`config.mk`:
```
export PLATFORM = sky130hd
export DESIGN_NAME = uart_rx
export DESIGN_NICKNAME = d
export VERILOG_FILES = /design/src/rtl/cotm32_pkg.sv /design/src/rtl/fifo_sync.sv /design/src/rtl/uart_rx.sv
export SDC_FILE = /design/constraint.sdc
export NUM_CORES = 1
export LEC_CHECK = 0
export CAP_MARGIN = 20
export CORE_MARGIN = 3
export CORE_UTILIZATION = 25
export CTS_CLUSTER_DIAMETER = 100
export DETAILED_ROUTE_END_ITERATION = 7
export GPL_TIMING_DRIVEN = 1
export PLACE_DENSITY = 0.43
export RECOVER_POWER = 100
export SYNTH_ARGS = -nofsm -noshare
export SYNTH_HDL_FRONTEND = slang
export SYNTH_SLANG_ARGS = --single-unit
```
`constraint.sdc`:
```
create_clock -name i_clk -period 3.7 [get_ports i_clk]
set_input_delay 0.74 -clock i_clk [delete_from_list [all_inputs] [get_ports i_clk]]
set_output_delay 0.74 -clock i_clk [all_outputs]
set_load 0.05 [all_outputs]
```
`src/rtl/cotm32_pkg.sv`:
```
// Shared definitions for the cotm32 peripherals: bus widths, the UART RX
// register map, control/status bit positions and the receiver state type.
package cotm32_pkg;

  localparam int XLEN             = 32;
  localparam int UART_RX_MEM_SIZE = 16;
  localparam int UART_RX_AW       = $clog2(UART_RX_MEM_SIZE);

  localparam logic [UART_RX_AW-1:0] UART_RX_RXDATA = 4'h0;
  localparam logic [UART_RX_AW-1:0] UART_RX_STATUS = 4'h4;
  localparam logic [UART_RX_AW-1:0] UART_RX_CTRL   = 4'h8;
  localparam logic [UART_RX_AW-1:0] UART_RX_DIV    = 4'hC;

  localparam int CTRL_EN_BIT      = 0;
  localparam int CTRL_RXIE_BIT    = 1;
  localparam int CTRL_ERRIE_BIT   = 2;
  localparam int STATUS_OVR_BIT   = 0;
  localparam int STATUS_FERR_BIT  = 1;
  localparam int STATUS_COUNT_LSB = 8;

  localparam logic [15:0] UART_RX_MIN_DIV = 16'd4;

  typedef enum logic [2:0] {
    IDLE,
    START,
    DATA,
    STOP,
    WAIT_IDLE
  } uart_rx_state_e;

endpackage

```
`src/rtl/fifo_sync.sv`:
```
// Single-clock FIFO with a combinational head read. A push into a full FIFO
// is only accepted when a pop retires the head in the same cycle.
module fifo_sync #(
  parameter int WIDTH = 8,
  parameter int DEPTH = 8
) (
  input  logic                     i_clk,
  input  logic                     i_rst,
  input  logic                     i_push,
  input  logic [WIDTH-1:0]         i_wdata,
  input  logic                     i_pop,
  output logic [WIDTH-1:0]         o_rdata,
  output logic                     o_full,
  output logic                     o_empty,
  output logic [$clog2(DEPTH):0]   o_count
);

  localparam int AW = $clog2(DEPTH);

  logic [WIDTH-1:0] mem [DEPTH];
  logic [AW-1:0]    wr_ptr_reg;
  logic [AW-1:0]    rd_ptr_reg;
  logic [AW:0]      count_reg;
  logic             do_push;
  logic             do_pop;

  assign o_full  = (count_reg == (AW+1)'(DEPTH));
  assign o_empty = (count_reg == '0);
  assign o_count = count_reg;
  assign o_rdata = mem[rd_ptr_reg];

  assign do_pop  = i_pop & ~o_empty;
  // When full, the popped slot is the one the write pointer targets.
  assign do_push = i_push & (~o_full | do_pop);

  always_ff @(posedge i_clk) begin
    if (do_push) begin
      mem[wr_ptr_reg] <= i_wdata;
    end
  end

  always_ff @(posedge i_clk) begin
    if (i_rst) begin
      wr_ptr_reg <= '0;
      rd_ptr_reg <= '0;
      count_reg  <= '0;
    end else begin
      if (do_push) begin
        wr_ptr_reg <= wr_ptr_reg + AW'(1);
      end
      if (do_pop) begin
        rd_ptr_reg <= rd_ptr_reg + AW'(1);
      end
      case ({do_push, do_pop})
        2'b10:   count_reg <= count_reg + (AW+1)'(1);
        2'b01:   count_reg <= count_reg - (AW+1)'(1);
        default: count_reg <= count_reg;
      endcase
    end
  end

endmodule

```
`src/rtl/uart_rx.sv`:
```
// Memory-mapped 8N1 UART receiver: synchronised line, mid-bit sampling FSM,
// byte FIFO, sticky OVR/FERR flags and a level interrupt.
module uart_rx
  import cotm32_pkg::*;
#(
  parameter int          RX_FIFO_DEPTH = 8,
  parameter logic [15:0] DEFAULT_DIV   = 16'd16
) (
  input  logic                  i_clk,
  input  logic                  i_rst,
  input  logic                  i_rx,
  input  logic                  i_re,
  input  logic                  i_we,
  input  logic [UART_RX_AW-1:0] i_addr,
  input  logic [XLEN-1:0]       i_wdata,
  output logic [XLEN-1:0]       o_rdata,
  output logic                  o_irq
);

  localparam int CNT_W = $clog2(RX_FIFO_DEPTH) + 1;

  logic [1:0]     sync_reg;
  logic           rx_line;
  uart_rx_state_e state_reg, state_next;
  logic [15:0]    div_q_reg, div_q_next;
  logic [15:0]    cyc_cnt_reg, cyc_cnt_next;
  logic [2:0]     bit_cnt_reg, bit_cnt_next;
  logic [7:0]     shift_reg, shift_next;
  logic [15:0]    half_div;
  logic           frame_done;
  logic           ferr_set;

  logic [2:0]     ctrl_reg;
  logic [15:0]    div_reg;
  logic           ovr_reg;
  logic           ferr_reg;
  logic           ovr_set;

  logic           fifo_push;
  logic           fifo_pop;
  logic           fifo_full;
  logic           fifo_empty;
  logic [7:0]     fifo_head;
  logic [CNT_W-1:0] fifo_count;

  logic           ctrl_we;
  logic           div_we;
  logic           status_we;
  logic           unused_wdata;

  assign rx_line   = sync_reg[1];
  assign ctrl_we   = i_we & (i_addr == UART_RX_CTRL);
  assign div_we    = i_we & (i_addr == UART_RX_DIV);
  assign status_we = i_we & (i_addr == UART_RX_STATUS);
  assign fifo_pop  = i_re & (i_addr == UART_RX_RXDATA);
  assign unused_wdata = ^i_wdata[XLEN-1:16];

  // A full FIFO still accepts the byte when the core pops in the same cycle.
  assign fifo_push = frame_done & (~fifo_full | (fifo_pop & ~fifo_empty));
  assign ovr_set   = frame_done & fifo_full & ~(fifo_pop & ~fifo_empty);

  fifo_sync #(
    .WIDTH (8),
    .DEPTH (RX_FIFO_DEPTH)
  ) u_fifo (
    .i_clk   (i_clk),
    .i_rst   (i_rst),
    .i_push  (fifo_push),
    .i_wdata (shift_reg),
    .i_pop   (fifo_pop),
    .o_rdata (fifo_head),
    .o_full  (fifo_full),
    .o_empty (fifo_empty),
    .o_count (fifo_count)
  );

  always_ff @(posedge i_clk) begin
    if (i_rst) begin
      sync_reg    <= 2'b11;
      state_reg   <= IDLE;
      div_q_reg   <= DEFAULT_DIV;
      cyc_cnt_reg <= '0;
      bit_cnt_reg <= '0;
      shift_reg   <= '0;
    end else begin
      sync_reg    <= {sync_reg[0], i_rx};
      state_reg   <= state_next;
      div_q_reg   <= div_q_next;
      cyc_cnt_reg <= cyc_cnt_next;
      bit_cnt_reg <= bit_cnt_next;
      shift_reg   <= shift_next;
    end
  end

  always_comb begin
    state_next   = state_reg;
    div_q_next   = div_q_reg;
    cyc_cnt_next = cyc_cnt_reg;
    bit_cnt_next = bit_cnt_reg;
    shift_next   = shift_reg;
    frame_done   = 1'b0;
    ferr_set     = 1'b0;
    half_div     = {1'b0, div_q_reg[15:1]};
    if (state_reg != IDLE && !ctrl_reg[CTRL_EN_BIT]) begin
      state_next = IDLE;
    end else begin
      case (state_reg)
        IDLE: begin
          if (ctrl_reg[CTRL_EN_BIT] && !rx_line) begin
            div_q_next   = div_reg;
            cyc_cnt_next = '0;
            bit_cnt_next = '0;
            state_next   = START;
          end
        end
        START: begin
          if (cyc_cnt_reg == half_div - 16'd1) begin
            cyc_cnt_next = '0;
            state_next   = rx_line ? IDLE : DATA;
          end else begin
            cyc_cnt_next = cyc_cnt_reg + 16'd1;
          end
        end
        DATA: begin
          if (cyc_cnt_reg == div_q_reg - 16'd1) begin
            cyc_cnt_next = '0;
            shift_next   = {rx_line, shift_reg[7:1]};
            bit_cnt_next = bit_cnt_reg + 3'd1;
            if (bit_cnt_reg == 3'd7) begin
              state_next = STOP;
            end
          end else begin
            cyc_cnt_next = cyc_cnt_reg + 16'd1;
          end
        end
        STOP: begin
          if (cyc_cnt_reg == div_q_reg - 16'd1) begin
            cyc_cnt_next = '0;
            if (rx_line) begin
              frame_done = 1'b1;
              state_next = IDLE;
            end else begin
              ferr_set   = 1'b1;
              state_next = WAIT_IDLE;
            end
          end else begin
            cyc_cnt_next = cyc_cnt_reg + 16'd1;
          end
        end
        WAIT_IDLE: begin
          if (rx_line) begin
            state_next = IDLE;
          end
        end
        default: state_next = IDLE;
      endcase
    end
  end

  always_ff @(posedge i_clk) begin
    if (i_rst) begin
      ctrl_reg <= '0;
      div_reg  <= DEFAULT_DIV;
      ovr_reg  <= 1'b0;
      ferr_reg <= 1'b0;
    end else begin
      if (ctrl_we) begin
        ctrl_reg <= i_wdata[2:0];
      end
      if (div_we) begin
        div_reg <= (i_wdata[15:0] < UART_RX_MIN_DIV) ? UART_RX_MIN_DIV : i_wdata[15:0];
      end
      // Hardware set wins over a write-one-to-clear in the same cycle.
      ovr_reg  <= ovr_set  | (ovr_reg  & ~(status_we & i_wdata[STATUS_OVR_BIT]));
      ferr_reg <= ferr_set | (ferr_reg & ~(status_we & i_wdata[STATUS_FERR_BIT]));
    end
  end

  always_comb begin
    o_rdata = '0;
    case (i_addr)
      UART_RX_RXDATA: begin
        if (fifo_empty) begin
          o_rdata[XLEN-1] = 1'b1;
        end else begin
          o_rdata[7:0] = fifo_head;
        end
      end
      UART_RX_STATUS: begin
        o_rdata[STATUS_COUNT_LSB +: CNT_W] = fifo_count;
        o_rdata[STATUS_FERR_BIT]           = ferr_reg;
        o_rdata[STATUS_OVR_BIT]            = ovr_reg;
      end
      UART_RX_CTRL: o_rdata[2:0]  = ctrl_reg;
      UART_RX_DIV:  o_rdata[15:0] = div_reg;
      default:      o_rdata = '0;
    endcase
  end

  assign o_irq = (ctrl_reg[CTRL_RXIE_BIT] & ~fifo_empty)
               | (ctrl_reg[CTRL_ERRIE_BIT] & (ovr_reg | ferr_reg));

endmodule

```
== Word-level counts from Yosys, hierarchy flattened ==
Memory sizes are Yosys's and may differ from the RTL's. A register that Yosys moved wholly into a read port is not among the register bits.
Index checks and enable logic that the tools add are counted.

* Memory bits (writable): 64
* Bits in latches: 0
* Input bits: 41
* Logic and storage cells: 124
* Register bits after elaboration: 79
* Output and inout bits: 33
* Memories kept: 1
* Bits in read-only memories: 0

{| class="wikitable"
|+ Memory list
! name !! words !! bits a word !! rd ports !! clocked after memory_dff !! wr ports !! line !! source
|-
| u_fifo.mem || 8 || 8 || 1 || 1 || 1 || fifo_sync.sv:20 || <nowiki>logic [WIDTH-1:0] mem [DEPTH];</nowiki>
|}

* Bitwise logic cells: 26
* Equal/unequal tests: 19
* $mul: 0
* Divide/modulo/power cells: 0
* Shift operators: 0
* Magnitude comparators: 1
* $add $sub $neg: 8
* Reduce and logical (&&, ||, !) cells: 18
* Multiplexer cells: 38

{| class="wikitable"
|+ Operator list
! cell !! count
|-
| 16-bit 2-to-1 mux || 4
|-
| 16-bit case mux with 3 select lines || 1
|-
| 3-bit 2-to-1 mux || 11
|-
| 16-bit equality test || 2
|-
| 16-bit by 1-bit adder with 16-bit output (second input constant) || 1
|-
| 16-bit by 3-bit less-than comparator with 1-bit output (second input constant) || 1
|-
| 4-bit case mux with 2 select lines || 2
|-
| 15-bit by 1-bit subtractor with 16-bit output (second input constant) || 1
|-
| 16-bit by 1-bit subtractor with 16-bit output (second input constant) || 1
|-
| 1-bit AND || 15
|-
| 3-bit case mux with 5 select lines || 1
|-
| 4-bit equality test (second input constant) || 3
|-
| 1-bit 2-to-1 mux || 12
|-
| 2-bit != test (second input constant) || 6
|-
| 5-bit case mux with 2 select lines || 1
|-
| 3-bit by 1-bit adder with 3-bit output (second input constant) || 3
|-
| 3-bit AND reduction || 3
|-
| 4-bit logical NOT || 2
|-
| 8-bit 2-to-1 mux || 1
|-
| 2-bit case mux with 4 select lines || 1
|-
| 3-bit by 2-bit equality test with 1-bit output (second input constant) || 2
|-
| 3-bit equality test (second input constant) || 2
|-
| 1-bit NOT || 6
|-
| 3-bit case mux with 2 select lines || 1
|-
| 18 further kinds || 27
|}

== Logic depth before layout (Yosys ltp) ==
Gate-level depths: netlist (run 1).

* Depth in word-level cells: 9
* Gate-level depth with buffers: 18
* Depth with buffers taken out: 15

== Hierarchy ==
A second synthesis (run 1) with hierarchy kept.

* Cells, all modules: 814
* Area, all modules: 8219.1 um^2

{| class="wikitable"
|+ Modules (own cells, without submodules)
! module !! cells each !! instances !! area an instance (um^2)
|-
| uart_rx || 638 || 1 || 5016.1
|-
| fifo_sync || 176 || 1 || 3203.1
|}

== Least setup slack after synthesis (run 1) ==
Ideal clock, no wire load.

* Kind: register -> register
* From: register div_q_reg[2]
* To: memory u_fifo.mem[1][0], enable pin
* Period minus slack after synthesis: 3.936 ns
* Slack: -0.236 ns
* Stages on the path, launching flop included: 13
* Arrival: 3.539 ns
* Path buffers: 3
* Cells stage by stage: dfxtp_1 -> clkbuf_1 -> inv_1 -> ha_1 -> buf_4 -> or4b_2 -> nor3_1 -> o31ai_1 -> o21ba_2 -> nor3_1 -> nand3_1 -> clkbuf_1 -> nor4b_1

* Word-level cells in the longest chain between the ends: 9

{| class="wikitable"
|+ RTL lines
! what !! line !! source
|-
| from (decl) || uart_rx.sv:25 || <nowiki>logic [15:0] div_q_reg, div_q_next;</nowiki>
|-
| from (signal assigned) || uart_rx.sv:88 || <nowiki>div_q_reg <= div_q_next;</nowiki>
|-
| 16-bit by 1-bit subtractor with 16-bit output || uart_rx.sv:137 || <nowiki>if (cyc_cnt_reg == div_q_reg - 16'd1) begin</nowiki>
|-
| 16-bit equality test || uart_rx.sv:137 ||
|-
| 1-bit 2-to-1 mux || uart_rx.sv:137 ||
|-
| 1-bit 2-to-1 mux || uart_rx.sv:107 || <nowiki>case (state_reg)</nowiki>
|-
| 1-bit 2-to-1 mux || uart_rx.sv:104 || <nowiki>if (state_reg != IDLE && !ctrl_reg[CTRL_EN_BIT]) begin</nowiki>
|-
| 1-bit AND || uart_rx.sv:59 || <nowiki>assign fifo_push = frame_done & (~fifo_full | (fifo_pop & ~fifo_empty));</nowiki>
|-
| 1-bit AND || fifo_sync.sv:34 || <nowiki>assign do_push = i_push & (~o_full | do_pop);</nowiki>
|-
| 1-bit 2-to-1 mux || fifo_sync.sv:37 || <nowiki>if (do_push) begin</nowiki>
|-
| 1-bit 2-to-1 mux (not written as such) || fifo_sync.sv:38 || <nowiki>mem[wr_ptr_reg] <= i_wdata;</nowiki>
|-
| to (decl) || fifo_sync.sv:20 ||
|}

No other way between the ends.

== Worst setup path in the final report (run 1) ==
* From: register div_q_reg[1]
* To: register cyc_cnt_reg[1]

* Word-level cells in the longest chain between the ends: 4
* Elaborated cells on any way between the ends: 7
* Classes of those cells: add/sub (2); eq/ne (2); mux (3)

{| class="wikitable"
|+ RTL lines
! what !! line !! source
|-
| 16-bit by 1-bit subtractor with 16-bit output or 15-bit by 1-bit subtractor with 16-bit output (tied branches) || uart_rx.sv:125, uart_rx.sv:137, uart_rx.sv:117 ||
|-
| 16-bit equality test (on tied branches) || uart_rx.sv:125, uart_rx.sv:137, uart_rx.sv:117 ||
|-
| 16-bit 2-to-1 mux (on tied branches) || uart_rx.sv:125, uart_rx.sv:137, uart_rx.sv:117 ||
|-
| 16-bit case mux with 3 select lines * || uart_rx.sv:107 ||
|-
| to (signal assigned) || uart_rx.sv:89 || <nowiki>cyc_cnt_reg <= cyc_cnt_next;</nowiki>
|-
| to (decl) || uart_rx.sv:26 || <nowiki>logic [15:0] cyc_cnt_reg, cyc_cnt_next;</nowiki>
|}

Every way passes the cells marked *; elsewhere a longest branch is shown, timed or not.
A chain may end at the register's enable or synchronous reset.

==> impl_summary.txt, run 1 <==
----------------------------------------------------
[Global routing]
  Number of global-route vias before repair ... 5529
  Antenna violations before repair ... 0
  All-layer global routing usage ... 13.2%
  Pin count of the biggest net entering global routing ... 52
  First-pass GRT wire length ... 32.0 mm
  Remaining global-route overflow ... 0

[Finish]
  Area of combinational cells with multiple inputs ... 3550 sq um
  Final core utilization ... 31.3%
  Area grow syn2layout ... 22.2%
  Fillers ... 3028
  Register with the most flip-flops ... u_fifo.mem
  Number of nets in the finished design ... 856
  Diode count ... 0
  Flip-flop count of the largest register, all copies and words added ... 64
  Share of layout cells above drive strength 1 ... 14.9%
  Storage element area ... 3560 sq um

[Power]
  Relative contribution of sequential cells to total power ... 46.5%
  Part of the total power dissipated in the clock network ... 50.5%
  Internal power of the cells ... 2.69 mW
  Switching component of the power ... 0.912 mW
  Static Leakage ... 3.17 nW
  IR drop worst, VDD ... 0.227 mV
  Power per cell area ... 398 nW/um^2
  Logic gate share of total power ... 3.0%
  Switching part of the total ... 25.3%

[STA]
  Count of endpoints failing setup in the final report ... 0
  Post-route setup TNS ... 0 ps
  Final Hold Violating Endpoints ... 0
  RSZ-0062 raised after global routing ... false
  Worst hold margin ... 411 ps
  Upper clock frequency limit ... 282 MHz
  Final clock period utilization by the worst path ... 95.9%
  Worst max-slew margin expressed relative to the limit ... 40.4%
  Maximum clock skew at final layout ... 12.8 ps
  Time the final worst path needs with I/O delays and setup ... 3550 ps
  Slew at the pin with the worst max-slew slack ... 891 ps
  Final count of pins violating max slew ... 0

[Setup path]
  Class of the most critical setup path ... reg2reg
  Combined buffer and inverter count along the critical path ... 1
  Setup slack on the worst flop-to-flop path ... 150 ps
  Data arrival time of the critical path ... 3860 ps
  Highest net fanout along the worst path ... 10
  Crit path required time ... 4010 ps
  Nature of the critical path startpoint ... flip-flop
  CP max stage cell ... sky130_fd_sc_hd__a2111oi_2
  Critical path's largest stage delay ... 600 ps
  Nature of the critical path endpoint ... flip-flop
  Series of cell instances along the critical path ... inv_1 > ha_4 > or4b_1 > or2_1 > or4_1 > a31o_1 > a2111oi_2 > nor3_2 > o21ai_4 > a21oi_1
  Kind of cell adding the most delay to the critical path ... simple AND/OR/NAND/NOR gates

[Synth]
  Share of the synthesized area in the top cell type ... 26.0%
  Primary FF master, synth ... sky130_fd_sc_hd__dfxtp_1
  Cell taking the most area after synthesis ... sky130_fd_sc_hd__edfxtp_1
  Avg Synthesized Cell Area ... 9.95 sq um
  Count of flip-flops with a built-in enable after synthesis ... 64
  Cells after synthesis ... 744
  Number of synthesized register bits ... 146
  Synth async-reset ratio ... 0%
  Post-synthesis instance area ... 7410 sq um
  Share of synthesized area occupied by flip-flops and latches ... 48.1%
  Number of different library cells in the post-synthesis netlist ... 71
  Area contributors post-synth ... sky130_fd_sc_hd__edfxtp_1 26%, sky130_fd_sc_hd__dfxtp_1 22%, sky130_fd_sc_hd__nand2_1 5.4%, sky130_fd_sc_hd__mux4_2 4.9%, sky130_fd_sc_hd__a21oi_1 3.7%
  Total of warnings raised by yosys ... 0

[CTS]
  Source-to-sink clock delay at the later pin of the worst-skew pair ... 430 ps
  Clock tree root buffer cell ... sky130_fd_sc_hd__clkbuf_16
  TritonCTS clock tree ... built
  Number of sinks handled by clock tree synthesis ... 146
  Clock Pin Slew Worst Setup and Hold Paths ... 70 ps
  Max Buffers Root-to-Sink ... 2
  Total CTS buffers ... 17
  Number of buffers inserted by post-CTS setup repair ... 0
  Depth of the CTS H-tree ... 4

[Outcome]
  Run status ... finished clean

[Hold path]
  Worst hold path class ... reg2reg

[Routing]
  Number of remaining DRC errors ... 0
  Count of antenna-violating nets left after detailed routing ... 0
  Average wire length per cell after detail routing ... 16.7 um
  Length of the first detailed-routing pass in iterations ... 4
  Total wirelength of the detailed-routed design ... 20.1 mm
  Via total after detailed routing ... 5583
  DR iter-0 viols ... 332
  Average via count per standard cell ... 4.64

[Floorplanning]
  Number of placed I/O pins ... 74
  Starting utilization of the core area ... 25.6%
  Die area ... 31700 sq um
  Height of the die ... 178 um
  Standard-cell rows ... 62
  Placeable core area ... 28900 sq um
  Die Span X ... 178 um

[Run]
  # Max-Cap Violations ... 0

[Place]
  I/O Buffers ... 42
  Routability-driven placement congestion ratio ... 0.790
  Final HPWL DP ... 14.3 mm

----------------------------------------------------
[cells in the mapped netlist, drive strengths merged (3+ instances only)]
master,number
o21ai,25
a31oi,3
xnor2,25
a21oi,56
or4,4
mux4,16
mux2i,24
nand4,12
xor2,22
a22oi,3
buf,27
nor3b,4
nor4b,6
inv,13
nand2b,10
dfxtp,82
ha,10
nor2b,10
clkbuf,39
nor3,21
edfxtp,64
and3,4
a22o,6
and2,10
nand3,17
or3,11
nor4,14
nor2,47
nand2,107
or2,7
o221ai,7
[layer usage]
metal	track usage [%]	routed length, um
met5	0	0
met4	4.19	256
met3	2.30	488
met2	21.0	9440
met1	18.1	9900
[layout by cell type, fill, tap and decap left out, types with 7 or more instances in the layout]
| master | netlist | final |
|---|---|---|
| sky130_fd_sc_hd__nand2_1 | 107 | 107 |
| sky130_fd_sc_hd__dfxtp_1 | 82 | 82 |
| sky130_fd_sc_hd__edfxtp_1 | 64 | 64 |
| sky130_fd_sc_hd__a21oi_1 | 55 | 56 |
| sky130_fd_sc_hd__nor2_1 | 47 | 47 |
| sky130_fd_sc_hd__buf_4 | 16 | 31 |
| sky130_fd_sc_hd__xnor2_1 | 25 | 25 |
| sky130_fd_sc_hd__o21ai_0 | 23 | 24 |
| sky130_fd_sc_hd__mux2i_1 | 24 | 24 |
| sky130_fd_sc_hd__xor2_1 | 22 | 22 |
| sky130_fd_sc_hd__clkdlybuf4s50_1 | 0 | 22 |
| sky130_fd_sc_hd__nor3_1 | 19 | 18 |
| sky130_fd_sc_hd__clkbuf_16 | 0 | 17 |
| sky130_fd_sc_hd__clkbuf_1 | 39 | 17 |
| sky130_fd_sc_hd__nand3_1 | 17 | 16 |
| sky130_fd_sc_hd__mux4_2 | 16 | 16 |
| sky130_fd_sc_hd__conb_1 | 1 | 15 |
| sky130_fd_sc_hd__inv_1 | 13 | 13 |
| sky130_fd_sc_hd__nand4_1 | 12 | 12 |
| sky130_fd_sc_hd__nor4_1 | 13 | 11 |
| sky130_fd_sc_hd__or3_1 | 11 | 11 |
| sky130_fd_sc_hd__nand2b_1 | 10 | 10 |
| sky130_fd_sc_hd__nor2b_1 | 10 | 10 |
| sky130_fd_sc_hd__ha_1 | 10 | 8 |
| sky130_fd_sc_hd__clkbuf_2 | 0 | 8 |
| sky130_fd_sc_hd__o221ai_1 | 7 | 7 |
[layout make-up]
| class | instances | area share (%) |
|---|---|---|
| Sequential cell | 146 | 39.4 |
| Clock inverter | 15 | 2.31 |
| Multi-Input combinational cell | 533 | 39.2 |
| Timing Repair Buffer | 94 | 8.53 |
| Tap cell | 384 | 5.31 |
| Inverter | 13 | 0.539 |
| Clock buffer | 17 | 4.70 |
[worst register-to-register path: stages (launching register included)]
cell	delay (ps)
sky130_fd_sc_hd__dfxtp_1	310
sky130_fd_sc_hd__inv_1	130
sky130_fd_sc_hd__ha_4	200
sky130_fd_sc_hd__or4b_1	510
sky130_fd_sc_hd__or2_1	290
sky130_fd_sc_hd__or4_1	510
sky130_fd_sc_hd__a31o_1	240
sky130_fd_sc_hd__a2111oi_2	600
sky130_fd_sc_hd__nor3_2	270
sky130_fd_sc_hd__o21ai_4	270
sky130_fd_sc_hd__a21oi_1	100
[metrics by stage]
stage / power [mW] / cells / instance area (sq um) / setup WS [ps]
2_1_floorplan: 1.79 / 758 / 7470 / -77.7
3_3_place_gp: 1.82 / 1170 / 8620 / -49.6
3_5_place_dp: 1.82 / 1170 / 8620 / -12.7
4_1_cts: 3.66 / 1202 / 9260 / 51.5
5_1_grt: 3.73 / 1202 / 9050 / 4.59
6_report: 3.60 / 1202 / 9050 / 153
[worst paths after layout]
check,cells after the start,startpoint,endpoint
setup / recovery,10,div_q_reg[1],cyc_cnt_reg[1]
hold / removal,1,sync_reg[0],sync_reg[1]
setup reg to reg,10,div_q_reg[1],cyc_cnt_reg[1]
hold reg to reg,1,sync_reg[0],sync_reg[1]
[power groups by stage]
stage | Combinational, mW | Sequential (mW) | Clock, mW
detailed placement | 0.112 | 1.71 | 0
global placement | 0.111 | 1.71 | 0
CTS | 0.112 | 1.67 | 1.87
finish | 0.109 | 1.67 | 1.82
global route | 0.117 | 1.67 | 1.94
floorplan | 0.0783 | 1.71 | 0
[repair_timing]
item / in CTS / in global routing
hold buffers: 0 / 0
setup endpoints to repair: 0 / 2
gates resized for setup: 0 / 8
[cells by family (layout without fill, tap and decap cells)]
logic type | count (synthesis) | in the layout | share of synthesized area (%)
muxes | 41 | 41 | 8.26
xor gates and xnor gates | 47 | 47 | 5.56
DFF | 146 | 146 | 48.1
buffers and inverters | 79 | 139 | 5.00
adders and majority gates | 10 | 10 | 1.69
other | 1 | 15 | 0.0506
and+or+nand+nor | 292 | 292 | 19.8
AOI/OAI and AO/OA | 128 | 128 | 11.5
Power figures use the tool's default switching activity.
==> run 2, diff against run 1 <==
Settings changed: CAP_MARGIN 20 to default.
==> results of run 2 <==
Final layout, timing and power as in run 1 (identical DEF).
